==> config.mk <==
export PLATFORM = sky130hd
export DESIGN_NAME = imem_loader
export DESIGN_NICKNAME = d
export VERILOG_FILES = /design/src/rtl/imem_loader_pkg.sv /design/src/rtl/imem_word_packer.sv /design/src/rtl/imem_loader.sv
export SDC_FILE = /design/constraint.sdc
export NUM_CORES = 1
export LEC_CHECK = 0
export ABC_CLOCK_PERIOD_IN_PS = 2150
export CORE_MARGIN = 4
export CORE_UTILIZATION = 49
export CTS_CLUSTER_DIAMETER = 40
export DETAILED_ROUTE_END_ITERATION = 12
export PLACE_DENSITY = 0.77
export SLEW_MARGIN = 10
export SYNTH_ARGS = -nofsm -noshare
export SYNTH_HDL_FRONTEND = slang
export SYNTH_SLANG_ARGS = --single-unit
export TNS_END_PERCENT = 100
==> constraint.sdc <==
create_clock -name clk -period 2.15 [get_ports clk]
set_clock_uncertainty 0.2 [all_clocks]
set_input_delay 0.3225 -clock clk [delete_from_list [all_inputs] [get_ports clk]]
set_output_delay 0.3225 -clock clk [all_outputs]
set_load 0.005 [all_outputs]
==> src/rtl/imem_loader_pkg.sv <==
// Shared constants and state encoding for the instruction-memory boot loader.
package imem_loader_pkg;

  localparam int unsigned IMEM_CAPACITY  = 128;
  localparam int unsigned IMEM_WIDTH     = 32;
  localparam int unsigned BYTES_PER_WORD = 4;
  localparam int unsigned LEN_BYTES      = 2;
  localparam int unsigned CSUM_BYTES     = 1;

  typedef enum logic [2:0] {
    ST_IDLE,
    ST_LEN0,
    ST_LEN1,
    ST_DATA,
    ST_CSUM,
    ST_DONE,
    ST_ERR
  } state_t;

endpackage

==> src/rtl/imem_word_packer.sv <==
// Assembles little-endian byte handshakes into words and pulses word_valid
// one cycle after the last lane; word holds its value between pulses.
module imem_word_packer
  import imem_loader_pkg::*;
#(
  parameter int unsigned WIDTH = IMEM_WIDTH
) (
  input  logic             clk,
  input  logic             rst_n,
  input  logic             clr,
  input  logic             byte_fire,
  input  logic [7:0]       byte_data,
  output logic             lane_last_c,
  output logic [WIDTH-1:0] word,
  output logic             word_valid
);

  localparam int unsigned LANE_W = $clog2(BYTES_PER_WORD);

  logic [LANE_W-1:0] lane;
  logic [WIDTH-9:0]  shreg;

  assign lane_last_c = (lane == LANE_W'(BYTES_PER_WORD - 1));

  // Lower lanes accumulate in shreg; the last lane completes the word in one step.
  always_ff @(posedge clk or negedge rst_n) begin
    if (!rst_n) begin
      lane       <= '0;
      shreg      <= '0;
      word       <= '0;
      word_valid <= 1'b0;
    end else begin
      word_valid <= 1'b0;
      if (clr) begin
        lane  <= '0;
        shreg <= '0;
      end else if (byte_fire) begin
        if (lane_last_c) begin
          word       <= {byte_data, shreg};
          word_valid <= 1'b1;
          lane       <= '0;
        end else begin
          shreg <= {byte_data, shreg[WIDTH-9:8]};
          lane  <= lane + LANE_W'(1);
        end
      end
    end
  end

endmodule

==> src/rtl/imem_loader.sv <==
// Boot-time loader: receives a length-prefixed, XOR-checksummed byte image,
// writes it word by word into instruction memory and releases the CPU on success.
module imem_loader
  import imem_loader_pkg::*;
#(
  parameter int unsigned CAPACITY = IMEM_CAPACITY,
  parameter int unsigned WIDTH    = IMEM_WIDTH
) (
  input  logic             clk,
  input  logic             rst_n,
  input  logic             start,
  input  logic             byte_valid,
  input  logic [7:0]       byte_data,
  output logic             byte_ready,
  output logic             mem_we,
  output logic [WIDTH-1:0] mem_addr,
  output logic [WIDTH-1:0] mem_wdata,
  output logic             cpu_rst_n,
  output logic             busy,
  output logic             done,
  output logic             err
);

  localparam int unsigned CNT_W = $clog2(CAPACITY) + 1;

  state_t           state;
  state_t           nxt;
  logic [7:0]       len_lo;
  logic [15:0]      len;
  logic [7:0]       csum;
  logic [CNT_W-1:0] wcnt;

  logic        hs_c;
  logic        clr_c;
  logic        lane_last_c;
  logic        last_word_c;
  logic [15:0] n_c;

  assign hs_c        = byte_valid && byte_ready;
  assign clr_c       = start && (state == ST_IDLE || state == ST_DONE || state == ST_ERR);
  assign n_c         = {byte_data, len_lo};
  assign last_word_c = ((16'(wcnt) + 16'd1) == len);

  imem_word_packer #(.WIDTH(WIDTH)) u_packer (
    .clk         (clk),
    .rst_n       (rst_n),
    .clr         (clr_c),
    .byte_fire   (hs_c && state == ST_DATA),
    .byte_data   (byte_data),
    .lane_last_c (lane_last_c),
    .word        (mem_wdata),
    .word_valid  (mem_we)
  );

  // Next-state decode.
  always_comb begin
    nxt = state;
    case (state)
      ST_IDLE: if (start) nxt = ST_LEN0;
      ST_LEN0: if (hs_c) nxt = ST_LEN1;
      ST_LEN1: begin
        if (hs_c) begin
          if (n_c > 16'(CAPACITY)) nxt = ST_ERR;
          else if (n_c == 16'd0)   nxt = ST_CSUM;
          else                     nxt = ST_DATA;
        end
      end
      ST_DATA: if (hs_c && lane_last_c && last_word_c) nxt = ST_CSUM;
      ST_CSUM: if (hs_c) nxt = (byte_data == csum) ? ST_DONE : ST_ERR;
      ST_DONE: if (start) nxt = ST_LEN0;
      ST_ERR:  if (start) nxt = ST_LEN0;
      default: nxt = ST_IDLE;
    endcase
  end

  // Status outputs are registered decodes of the upcoming state.
  always_ff @(posedge clk or negedge rst_n) begin
    if (!rst_n) begin
      state      <= ST_IDLE;
      byte_ready <= 1'b0;
      busy       <= 1'b0;
      done       <= 1'b0;
      err        <= 1'b0;
      cpu_rst_n  <= 1'b0;
    end else begin
      state      <= nxt;
      byte_ready <= (nxt == ST_LEN0 || nxt == ST_LEN1 || nxt == ST_DATA || nxt == ST_CSUM);
      busy       <= (nxt == ST_LEN0 || nxt == ST_LEN1 || nxt == ST_DATA || nxt == ST_CSUM);
      done       <= (nxt == ST_DONE);
      err        <= (nxt == ST_ERR);
      cpu_rst_n  <= (nxt == ST_DONE);
    end
  end

  // Header, checksum and word-address bookkeeping.
  always_ff @(posedge clk or negedge rst_n) begin
    if (!rst_n) begin
      len_lo   <= '0;
      len      <= '0;
      csum     <= '0;
      wcnt     <= '0;
      mem_addr <= '0;
    end else if (clr_c) begin
      csum <= '0;
      wcnt <= '0;
    end else if (hs_c) begin
      case (state)
        ST_LEN0: len_lo <= byte_data;
        ST_LEN1: len    <= n_c;
        ST_DATA: begin
          csum <= csum ^ byte_data;
          if (lane_last_c) begin
            mem_addr <= WIDTH'(wcnt);
            wcnt     <= wcnt + CNT_W'(1);
          end
        end
        default: ;
      endcase
    end
  end

endmodule

==> flow_summary.json <==
{
  "cts_buffers": 17,
  "ys_async_sr_fraction": 1.000,
  "wl_met3_um": 734,
  "power_density_nw_per_um2": 1282,
  "status": "finished with violations",
  "min_period_ns": 2.193,
  "cts.sinks": 113,
  "p_sw_frac": 0.3171,
  "ys.warnings.count": 0,
  "end_kind": "flip-flop",
  "fp-row-count": 37,
  "setup_viol": 3,
  "io_buffers": 57,
  "slew_viol_final": 0,
  "p_clk_frac": 0.306,
  "h-tree-depth": 4,
  "synth_ff_type": "dfrtp_1",
  "violations": "setup timing",
  "pwr-share-comb": 0.312,
  "area_growth_pct": 30.51,
  "grt-ovfl-total": 0,
  "fin_nets": 696,
  "p_leak_nw": 3.295,
  "top_layer_used": "met4",
  "place.gp.congestion": 0.8643,
  "ant_nets": 0,
  "synth_edf_count": 0,
  "synth.avg_cell_area_um2": 8.917,
  "cp_max_fo": 2,
  "avgRoutedWirePerCell_um": 14.86,
  "vias": 4353,
  "ios": 82,
  "synth.distinct_cells": 52,
  "rsz0062_at_grt": "yes",
  "drive_above_1_share": 0.1712,
  "nFillCells": 811,
  "p_switching_mw": 2.796,
  "grt_pass1_vias": 4362,
  "p_seq_frac": 0.382,
  "ir_drop_mv": 0.6762,
  "clock_latency_ns": 0.51,
  "multi_input_area_um2": 2221,
  "vias_per_cell": 5.238,
  "die_w_um": 111.7,
  "crit_required_ns": 2.33,
  "insertedDiodeCount": 0,
  "crit_path_start_kind": "flip-flop",
  "path_clk_slew_ns": 0.06,
  "grt_max_degree": 50,
  "regArea_um2": 2828,
  "grtUsageTotal": 0.2042,
  "fmax_mhz": 456.1,
  "syn_inst": 591,
  "yosysSeqAreaShare": 0.5366,
  "hold_violations": 0,
  "initial_core_util": 0.5059,
  "finish.utilization": 0.6603,
  "drt-initial-drc-count": 221,
  "drc": 0,
  "die_area_um2": 12480,
  "routed_wl_um": 12350,
  "fin_tns_setup_ns": -0.08210,
  "die_height_um": 111.7,
  "core-area_um2": 10420,
  "fin_ws_ns": -0.04253,
  "wl_met1_um": 5095,
  "synth-seq-cells": 113,
  "clockBufferDepth": 2,
  "hpwl_um": 8395,
  "grt_pass1_wl_um": 20930,
  "cp.arrival_ns": 2.37,
  "fin_crit_sh": 1.020,
  "p_int_mw": 6.020,
  "dr.pass1.iters": 5,
  "path_class": "flip-flop to flip-flop",
  "maxCapViolations": 0,
  "route.met2.wl_um": 6195,
  "syn_area_um2": 5270,
  "antenna_found_initial": 0,
  "cts-root-buf": "clkbuf_8",
  "worstHoldPathType": "input pin to asynchronous set/reset pin",
  "cts_tree": "built"
}
-- cells in the mapped netlist, drive strengths merged (2+ instances only) --
cell type | count | area [µm²]
a21oi | 29 | 145.1
a31oi | 5 | 31.28
and3 | 5 | 31.28
buf | 33 | 244.0
clkbuf | 31 | 116.4
dfrtp | 113 | 2828
ha | 2 | 25.02
inv | 5 | 18.76
mux2 | 9 | 101.4
mux2i | 2 | 20.02
nand2 | 233 | 874.6
nand2b | 4 | 25.02
nand3 | 4 | 20.02
nand4 | 5 | 31.28
nor2 | 23 | 88.84
nor2b | 2 | 12.51
nor3 | 4 | 25.02
nor3b | 2 | 15.01
nor4 | 6 | 56.31
o21ai | 18 | 93.84
o31ai | 5 | 37.54
o41ai | 2 | 17.52
or2 | 2 | 12.52
or3 | 4 | 25.02
or3b | 2 | 17.52
xnor2 | 15 | 131.4
xor2 | 11 | 96.34
-- layout by cell type, fill, tap and decap left out, types with 2 or more instances in the layout --
master and n:
o21ai_0 14, clkinv_4 5, o21ai_1 2, nor2b_1 2, clkinv_2 2, dfrtp_1 113
nor3_2 3, nor2_1 21, inv_1 4, buf_4 50, nor4_1 3, o31ai_1 4
clkbuf_16 16, nor3b_1 2, and3_1 5, clkbuf_8 2, a31oi_1 5, nor4_4 2
mux2i_1 2, nand4_1 5, xnor2_1 15, nand2b_1 4, conb_1 24, ha_1 2
clkdlybuf4s50_1 56, mux2_2 9, buf_12 5, nand2_1 230, nand3_1 4, inv_6 3
nand2_2 3, clkinvlp_4 2, bufinv_16 2, a21oi_1 28, xor2_1 11, nor2_2 2
or3_1 4, o21ai_2 2
-- power groups by stage --
stage	Clock, mW	Sequential (mW)	Combinational [mW]
after floorplan	0	3.30	1.39
after global placement	0	3.32	2.57
after detailed placement	0	3.37	2.67
after CTS	2.73	3.34	2.70
after global routing	2.86	3.47	3.02
final	2.70	3.37	2.75
-- what timing repair did --
action | CTS | global route
gates cloned | 0 | 0
hold endpoints to repair | 113 | 0
pin swaps | 5 | 5
setup endpoints to repair | 5 | 10
resized for setup | 1 | 13
hold buffers | 1 | 0
setup buffers | 0 | 1
-- final cells by class --
class                   count  area share
inverters                   5    0.002729
flip-flops and latches    113      0.4111
multi-input cells         432      0.3229
clock inverters            14     0.02256
well taps                 136     0.02474
repair buffers            113      0.1537
clock buffers              18     0.06222
-- worst paths after layout --
kind | from | endpoint | slack, ns | cells after the start
min in group clk | u_packer.shreg[2] | u_packer.word[2] | 0.26 | 2
worst min register to register | u_packer.shreg[2] | u_packer.word[2] | 0.26 | 2
worst max-delay path | len[9] | state[0] | -0.04 | 7
worst min-delay path | rst_n | busy | 0.07 | 2
max in group asynchronous | rst_n | u_packer.word[23] | 1.10 | 3
worst max register to register | len[9] | state[0] | -0.04 | 7
-- state kept, by name, indices dropped and copies added (netlist names) --
signal               cells
busy                     1
csum                     8
done                     1
err                      1
len                     16
len_lo                   8
mem_addr                 8
state                    3
u_packer.lane            2
u_packer.shreg          24
u_packer.word           32
u_packer.word_valid      1
wcnt                     8
-- through the flow --
step | hold slack, ns | instances | total power, mW | setup WS (ns) | instance area, µm²
6_report | 0.07417 | 831 | 8.816 | -0.04253 | 6878
3_3_place_gp | 0.06256 | 798 | 5.894 | -0.4072 | 6223
2_1_floorplan | -0.1731 | 614 | 4.698 | 0.006385 | 5359
3_5_place_dp | 0.06903 | 798 | 6.038 | -0.4807 | 6223
5_1_grt | 0.1247 | 831 | 9.347 | -0.1136 | 6878
4_1_cts | 0.08304 | 830 | 8.772 | -0.08352 | 6813
-- cell families after synthesis --
| kind of cell | after synthesis | share of synthesized area |
|---|---|---|
| other | 1 | 0.0007116 |
| flip-flops | 113 | 0.5366 |
| buffers and inverters | 69 | 0.07193 |
| AND/OR/NAND/NOR | 300 | 0.2407 |
| multiplexers | 11 | 0.02303 |
| adder cells (fa/ha/maj) | 2 | 0.004748 |
| AO/OA/AOI/OAI | 69 | 0.07906 |
| XOR/XNOR | 26 | 0.04321 |
-- per-layer routing --
layer,track usage,up-vias
met5,0,-
li1,-,2053
met3,0.04293,31
met2,0.3373,151
met1,0.2620,2118
met4,0.08516,0
-- critical path, stage by stage (launching register included) --
cell     delay (ns)
dfrtp_1        0.38
or4_4          0.53
a311o_1        0.30
nor4_2         0.13
nand4_1        0.16
buf_4          0.19
o21ai_2        0.12
nand2_1        0.07
Note: power is estimated with default switching activity, not from simulation.
